File: src/rtl/mem_port_arbiter_if.sv
// Bundle of IF fetch, MEM load/store and memory-bus signals seen by mem_port_arbiter.
// master = arbiter side, slave = pipeline stages plus memory level.
interface mem_port_arbiter_if #(
   parameter int ADDR_W = 32,
   parameter int DATA_W = 32
);
   logic              if_req_i;
   logic [ADDR_W-1:0] if_addr_i;
   logic [DATA_W-1:0] if_rdata_o;
   logic              if_ack_o;
   logic              ls_ce_i;
   logic              ls_we_i;
   logic [3:0]        ls_sel_i;
   logic [ADDR_W-1:0] ls_addr_i;
   logic [DATA_W-1:0] ls_wdata_i;
   logic [DATA_W-1:0] ls_rdata_o;
   logic              ls_ack_o;
   logic              stall_req_o;
   logic              bus_req_o;
   logic              bus_we_o;
   logic [3:0]        bus_sel_o;
   logic [ADDR_W-1:0] bus_addr_o;
   logic [DATA_W-1:0] bus_wdata_o;
   logic [DATA_W-1:0] bus_rdata_i;
   logic              bus_ack_i;
   logic              bus_err_o;

   modport master (
      input  if_req_i, if_addr_i, ls_ce_i, ls_we_i, ls_sel_i, ls_addr_i, ls_wdata_i,
             bus_rdata_i, bus_ack_i,
      output if_rdata_o, if_ack_o, ls_rdata_o, ls_ack_o, stall_req_o,
             bus_req_o, bus_we_o, bus_sel_o, bus_addr_o, bus_wdata_o, bus_err_o
   );

   modport slave (
      output if_req_i, if_addr_i, ls_ce_i, ls_we_i, ls_sel_i, ls_addr_i, ls_wdata_i,
             bus_rdata_i, bus_ack_i,
      input  if_rdata_o, if_ack_o, ls_rdata_o, ls_ack_o, stall_req_o,
             bus_req_o, bus_we_o, bus_sel_o, bus_addr_o, bus_wdata_o, bus_err_o
   );
endinterface

File: src/rtl/mem_port_arbiter.sv
// Round-robin arbiter sharing one memory bus between instruction fetch and load/store,
// with a per-access timeout that acks the requester with zero data and a sticky error.
//
// state  | meaning
// IDLE   | no access in flight, requests sampled here only
// LS_BUS | load/store access on the bus, waiting for bus_ack_i or timeout
// IF_BUS | fetch access on the bus, waiting for bus_ack_i or timeout
// DONE   | one-cycle ack to the served port, then back to IDLE
module mem_port_arbiter #(
   parameter int ADDR_W = 32,
   parameter int DATA_W = 32,
   parameter int TMO    = 255
) (
   input  logic               clk,
   input  logic               rst,
   mem_port_arbiter_if.master p
);
   typedef enum logic [1:0] {IDLE, LS_BUS, IF_BUS, DONE} state_t;

   localparam logic [7:0] TMO_LAST = 8'(TMO - 1);

   state_t            state_q, state_d;
   logic [7:0]        cnt_q, cnt_d;
   logic              last_ls_q, last_ls_d;
   logic              bus_req_q, bus_req_d;
   logic              bus_we_q, bus_we_d;
   logic [3:0]        bus_sel_q, bus_sel_d;
   logic [ADDR_W-1:0] bus_addr_q, bus_addr_d;
   logic [DATA_W-1:0] bus_wdata_q, bus_wdata_d;
   logic              ls_ack_q, ls_ack_d;
   logic              if_ack_q, if_ack_d;
   logic [DATA_W-1:0] ls_rdata_q, ls_rdata_d;
   logic [DATA_W-1:0] if_rdata_q, if_rdata_d;
   logic              err_q, err_d;
   logic [DATA_W-1:0] rdata_v;
   logic              grant_ls;
   logic              tmo_hit;
   logic              finish;

   // LS wins a tie unless it was the last one served
   assign grant_ls = p.ls_ce_i & (~p.if_req_i | ~last_ls_q);
   assign tmo_hit  = (cnt_q == TMO_LAST);
   assign finish   = p.bus_ack_i | tmo_hit;

   always_ff @(posedge clk) begin
      if (rst) state_q <= IDLE;
      else     state_q <= state_d;
   end

   always_comb begin
      state_d = state_q;
      case (state_q)
         IDLE:           if (p.ls_ce_i | p.if_req_i) state_d = grant_ls ? LS_BUS : IF_BUS;
         LS_BUS, IF_BUS: if (finish) state_d = DONE;
         default:        state_d = IDLE;
      endcase
   end

   always_comb begin
      cnt_d       = 8'd0;
      last_ls_d   = last_ls_q;
      bus_req_d   = bus_req_q;
      bus_we_d    = bus_we_q;
      bus_sel_d   = bus_sel_q;
      bus_addr_d  = bus_addr_q;
      bus_wdata_d = bus_wdata_q;
      ls_ack_d    = 1'b0;
      if_ack_d    = 1'b0;
      ls_rdata_d  = ls_rdata_q;
      if_rdata_d  = if_rdata_q;
      err_d       = err_q;
      rdata_v     = p.bus_ack_i ? p.bus_rdata_i : '0;
      case (state_q)
         IDLE: begin
            if (grant_ls) begin
               bus_req_d   = 1'b1;
               bus_we_d    = p.ls_we_i;
               bus_sel_d   = p.ls_sel_i;
               bus_addr_d  = p.ls_addr_i;
               bus_wdata_d = p.ls_wdata_i;
               last_ls_d   = 1'b1;
            end else if (p.if_req_i) begin
               bus_req_d   = 1'b1;
               bus_we_d    = 1'b0;
               bus_sel_d   = 4'b1111;
               bus_addr_d  = p.if_addr_i;
               bus_wdata_d = '0;
               last_ls_d   = 1'b0;
            end
         end
         LS_BUS, IF_BUS: begin
            cnt_d = cnt_q + 8'd1;
            if (finish) begin
               bus_req_d = 1'b0;
               if (!p.bus_ack_i) err_d = 1'b1;
               if (state_q == LS_BUS) begin
                  ls_ack_d = 1'b1;
                  // a completed store leaves the load data register alone
                  if (!bus_we_q || !p.bus_ack_i) ls_rdata_d = rdata_v;
               end else begin
                  if_ack_d   = 1'b1;
                  if_rdata_d = rdata_v;
               end
            end
         end
         default: ;
      endcase
   end

   always_ff @(posedge clk) begin
      if (rst) begin
         cnt_q       <= 8'd0;
         last_ls_q   <= 1'b0;
         bus_req_q   <= 1'b0;
         bus_we_q    <= 1'b0;
         bus_sel_q   <= 4'b0000;
         bus_addr_q  <= '0;
         bus_wdata_q <= '0;
         ls_ack_q    <= 1'b0;
         if_ack_q    <= 1'b0;
         ls_rdata_q  <= '0;
         if_rdata_q  <= '0;
         err_q       <= 1'b0;
      end else begin
         cnt_q       <= cnt_d;
         last_ls_q   <= last_ls_d;
         bus_req_q   <= bus_req_d;
         bus_we_q    <= bus_we_d;
         bus_sel_q   <= bus_sel_d;
         bus_addr_q  <= bus_addr_d;
         bus_wdata_q <= bus_wdata_d;
         ls_ack_q    <= ls_ack_d;
         if_ack_q    <= if_ack_d;
         ls_rdata_q  <= ls_rdata_d;
         if_rdata_q  <= if_rdata_d;
         err_q       <= err_d;
      end
   end

   assign p.bus_req_o   = bus_req_q;
   assign p.bus_we_o    = bus_we_q;
   assign p.bus_sel_o   = bus_sel_q;
   assign p.bus_addr_o  = bus_addr_q;
   assign p.bus_wdata_o = bus_wdata_q;
   assign p.ls_ack_o    = ls_ack_q;
   assign p.if_ack_o    = if_ack_q;
   assign p.ls_rdata_o  = ls_rdata_q;
   assign p.if_rdata_o  = if_rdata_q;
   assign p.bus_err_o   = err_q;
   assign p.stall_req_o = (p.ls_ce_i & ~ls_ack_q) | (p.if_req_i & ~if_ack_q);
endmodule

File: src/flat_wrapper.sv
// flat-port wrapper written by rule: the top's interface ports become plain ports
module mem_port_arbiter_flat 
#(
   parameter int ADDR_W = 32,
   parameter int DATA_W = 32,
   parameter int TMO    = 255
)
  (clk, rst, p_if_req_i, p_if_addr_i, p_ls_ce_i, p_ls_we_i, p_ls_sel_i, p_ls_addr_i, p_ls_wdata_i, p_bus_rdata_i, p_bus_ack_i, p_if_rdata_o, p_if_ack_o, p_ls_rdata_o, p_ls_ack_o, p_stall_req_o, p_bus_req_o, p_bus_we_o, p_bus_sel_o, p_bus_addr_o, p_bus_wdata_o, p_bus_err_o);
  mem_port_arbiter_if #(.ADDR_W(ADDR_W), .DATA_W(DATA_W)) p_i ();
  input  logic clk;
  input  logic rst;
  input wire logic [$bits(p_i.if_req_i)-1:0] p_if_req_i;
  input wire logic [$bits(p_i.if_addr_i)-1:0] p_if_addr_i;
  input wire logic [$bits(p_i.ls_ce_i)-1:0] p_ls_ce_i;
  input wire logic [$bits(p_i.ls_we_i)-1:0] p_ls_we_i;
  input wire logic [$bits(p_i.ls_sel_i)-1:0] p_ls_sel_i;
  input wire logic [$bits(p_i.ls_addr_i)-1:0] p_ls_addr_i;
  input wire logic [$bits(p_i.ls_wdata_i)-1:0] p_ls_wdata_i;
  input wire logic [$bits(p_i.bus_rdata_i)-1:0] p_bus_rdata_i;
  input wire logic [$bits(p_i.bus_ack_i)-1:0] p_bus_ack_i;
  output wire logic [$bits(p_i.if_rdata_o)-1:0] p_if_rdata_o;
  output wire logic [$bits(p_i.if_ack_o)-1:0] p_if_ack_o;
  output wire logic [$bits(p_i.ls_rdata_o)-1:0] p_ls_rdata_o;
  output wire logic [$bits(p_i.ls_ack_o)-1:0] p_ls_ack_o;
  output wire logic [$bits(p_i.stall_req_o)-1:0] p_stall_req_o;
  output wire logic [$bits(p_i.bus_req_o)-1:0] p_bus_req_o;
  output wire logic [$bits(p_i.bus_we_o)-1:0] p_bus_we_o;
  output wire logic [$bits(p_i.bus_sel_o)-1:0] p_bus_sel_o;
  output wire logic [$bits(p_i.bus_addr_o)-1:0] p_bus_addr_o;
  output wire logic [$bits(p_i.bus_wdata_o)-1:0] p_bus_wdata_o;
  output wire logic [$bits(p_i.bus_err_o)-1:0] p_bus_err_o;
  assign p_i.if_req_i = p_if_req_i;
  assign p_i.if_addr_i = p_if_addr_i;
  assign p_i.ls_ce_i = p_ls_ce_i;
  assign p_i.ls_we_i = p_ls_we_i;
  assign p_i.ls_sel_i = p_ls_sel_i;
  assign p_i.ls_addr_i = p_ls_addr_i;
  assign p_i.ls_wdata_i = p_ls_wdata_i;
  assign p_i.bus_rdata_i = p_bus_rdata_i;
  assign p_i.bus_ack_i = p_bus_ack_i;
  assign p_if_rdata_o = p_i.if_rdata_o;
  assign p_if_ack_o = p_i.if_ack_o;
  assign p_ls_rdata_o = p_i.ls_rdata_o;
  assign p_ls_ack_o = p_i.ls_ack_o;
  assign p_stall_req_o = p_i.stall_req_o;
  assign p_bus_req_o = p_i.bus_req_o;
  assign p_bus_we_o = p_i.bus_we_o;
  assign p_bus_sel_o = p_i.bus_sel_o;
  assign p_bus_addr_o = p_i.bus_addr_o;
  assign p_bus_wdata_o = p_i.bus_wdata_o;
  assign p_bus_err_o = p_i.bus_err_o;
  mem_port_arbiter #(.ADDR_W(ADDR_W), .DATA_W(DATA_W), .TMO(TMO)) u_core (.clk(clk), .rst(rst), .p(p_i));
endmodule
File: config.mk
export PLATFORM = sky130hd
export DESIGN_NAME = mem_port_arbiter_flat
export DESIGN_NICKNAME = d
export VERILOG_FILES = /design/src/rtl/mem_port_arbiter_if.sv /design/src/rtl/mem_port_arbiter.sv /design/src/flat_wrapper.sv
export SDC_FILE = /design/constraint.sdc
export NUM_CORES = 1
export LEC_CHECK = 0
export CAP_MARGIN = 20
export CORE_MARGIN = 4
export CORE_UTILIZATION = 43
export DETAILED_ROUTE_END_ITERATION = 7
export PLACE_DENSITY_LB_ADDON = 0.2
export SYNTH_ARGS = -nofsm -noshare
export SYNTH_HDL_FRONTEND = slang
export SYNTH_SLANG_ARGS = --single-unit
export TNS_END_PERCENT = 30
File: constraint.sdc
create_clock -name clk -period 2.4 [get_ports clk]
set_input_delay 0.72 -clock clk [delete_from_list [all_inputs] [get_ports clk]]
set_output_delay 0.72 -clock clk [all_outputs]
set_load 0.01 [all_outputs]
==> out/qor.yml <==
dieArea_um2: 14270
place_inst: 922
hold_depth: 1
synth-edff-count: 0
timing.hold.ws_ps: 473.3
ys_ff_latch: 148
cts_buffer_depth: 2
cts_buffers: 17
peakVddDrop_mv: 0.6088
r2r_setup_slack_ps: 530
crit_path_top_delay_cell: "clkdlybuf4s50_1"
hold_violations: 0
final_cells: 953
clkTransAtPathRegs_ps: 60
async_flop_share: 0
grt_start_max_net_pins: 48
whs_endpoint: "u_core.p.ls_rdata_o[17]"
cts_tree: "built"
worst_slew_pin_slew_ps: 487.7
crit_chain: "clkdlybuf4s50_1, inv_1, o22ai_1, buf_2"
grtUsageTotal: 0.2336
core_um2: 12060
syn_area_per_cell_um2: 10.68
drc: 0
final_core_util: 0.7351
vias: 4925
status: "completed"
area_delta_synth_final_pct: 65.99
synth-main-ff-cell: "dfxtp_1"
cts_root_buf: "clkbuf_16"
place_hpwl_um: 12570
die_w_um: 119.5
final_cell_mix: "clkdlybuf4s50_1, dfxtp_1, nor2_1, a22o_1, a22oi_1"
hold_start: "u_core.p.ls_rdata_o[17]"
nets: 917
overflow: 0
grt_pass1_vias: 5111
mostFrequentLayoutCell: "clkdlybuf4s50_1"
syn-instance-count: 500
critPathMaxFanout: 2
syn-cell-area_um2: 5341
synth_cell_types: 45
gp_congestion: 0.8255
fin_skew_ps: 9.897
maxSlewHeadroom: 0.6749
cts.sinks: 148
max_freq_mhz: 429.1
num_antenna_cells: 0
ios: 276
powerDensity_nw_per_um2: 959.3
clock_latency_ps: 420
required_ps: 1680
h-tree-depth: 4
fin_crit_sh: 0.9711
drive_above_1_share: 0.08408
hp-class: "flip-flop to flip-flop"
p_leak_nw: 3.435
synth_fp_nets: 644
cp.arrival_ps: 1610
synth_warnings: 0
rows: 40
drtAntennaViolNets: 0
slew_violations: 0
die_h_um: 119.5
cts_setup_buffers: 0
rsz0062_at_grt: "false"
maxCapViolCount: 0
r2r_start: "u_core.state_q[0]"
wl_um: 16860
ff2ff_path_depth: 6
start_util: 0.4428
grt_pass1_wl_um: 26520
wire_per_inst_um: 17.69
vias_per_cell: 5.168
post-route-worst-setup-slack_ps: 69.31
synth.yosys.seq_area_share: 0.5547
crit_path_start_kind: "input pin"
drtIter0Drc: 292
slowest_delay_ps: 490
end_kind: "output pin"
r2r-end: "u_core.state_q[0]"
crit_type: "input pin to output pin"
port_buffers: 275
dr.pass1.iters: 4
period_needed_ps: 2331
place_ws_ps: -366.0
setup_violations: 0
antenna_found_initial: 0
[logic make-up (layout without fill, tap and decap cells)]
logic type	Yosys count	after routing	synth area share
xor+xnor	6	6	0.009838
buf+inv	45	330	0.04521
mux	33	33	0.06208
simple gates	111	111	0.08855
compound gates	151	151	0.2256
fa+ha+maj	6	6	0.01405
flops	148	148	0.5547
[worst max-delay path, delay by kind of cell]
family,cells,cell delay [ps]
buffers and inverters,3,750
AOI/OAI and AO/OA,1,150
[state kept, by name (all words and copies together), names as in the netlist]
| signal | cells |
|---|---|
| u_core.p.bus_req_o | 1 |
| u_core.p.bus_we_o | 1 |
| u_core.p.bus_sel_o | 4 |
| u_core.last_ls_q | 1 |
| u_core.p.if_rdata_o | 32 |
| u_core.state_q | 2 |
| u_core.cnt_q | 8 |
| u_core.p.ls_ack_o | 1 |
| u_core.p.ls_rdata_o | 32 |
| u_core.p.bus_addr_o | 32 |
| u_core.p.bus_err_o | 1 |
| u_core.p.if_ack_o | 1 |
| u_core.p.bus_wdata_o | 32 |
[worst max-delay path by stage]
stage	from	end	slack, ps
6_report	p_ls_ce_i	p_stall_req_o	70
3_3_place_gp	p_ls_ce_i	p_stall_req_o	-370
2_1_floorplan	p_ls_ce_i	u_core.p.bus_wdata_o[1]	680
3_5_place_dp	p_ls_ce_i	p_stall_req_o	-370
4_1_cts	p_ls_ce_i	p_stall_req_o	60
5_1_grt	p_ls_ce_i	p_stall_req_o	40
[area by class of cell]
type / instances / area, um^2
inverter: 5 / 18.77
fill: 854 / 3196
sequential: 148 / 2963
multi-input combinational: 307 / 2166
clock buffer: 24 / 501.7
tap: 168 / 210.2
clock inverter: 7 / 71.32
timing repair buffer: 294 / 2935
[through the flow]
step                total power, mW  setup TNS [ps]  cell area [um^2]
finish                        8.505               0              8866
detailed placement            6.017          -366.0              8298
CTS                           8.581               0              8866
global route                  8.941               0              8866
floorplan                     4.494               0              5341
global placement              5.942          -372.5              8298
[power breakdown]
group | internal, mW | leakage [nW] | switching [mW] | total, mW
Sequential | 2.93 | 1.21 | 0.273 | 3.20
Clock | 1.56 | 0.275 | 0.973 | 2.53
Combinational | 1.47 | 1.95 | 1.30 | 2.77
[what timing repair did]
| action | CTS | global route |
|---|---|---|
| setup endpoints to repair | 1 | 0 |
| gates resized for setup | 4 | 0 |
| hold buffers | 0 | 0 |
[synthesized netlist by cell type, types with 2 or more instances]
cell type	number	share of area
nand2_1	6	0.0042
nor2_1	86	0.060
a22oi_1	34	0.048
mux2i_1	32	0.060
a22o_1	61	0.10
inv_1	5	0.0035
nor2b_1	2	0.0023
a211oi_1	32	0.045
dfxtp_1	148	0.55
buf_1	3	0.0021
clkbuf_1	18	0.013
buf_2	8	0.0075
xor2_1	5	0.0082
nor3_1	2	0.0019
nand3_1	6	0.0056
buf_4	6	0.0084
a21oi_1	6	0.0056
ha_1	6	0.014
o22ai_1	5	0.0059
buf_6	4	0.0084
[routing by layer]
metal  global-route usage  vias up  wire (um)
met5                    0        -          0
met4              0.09019        0        311
met3               0.1045       20       1690
met2               0.4032      231       8519
met1               0.2501     2296       6339
li1                     -     2378          -
No activity file was read; power rests on OpenSTA's default activity.
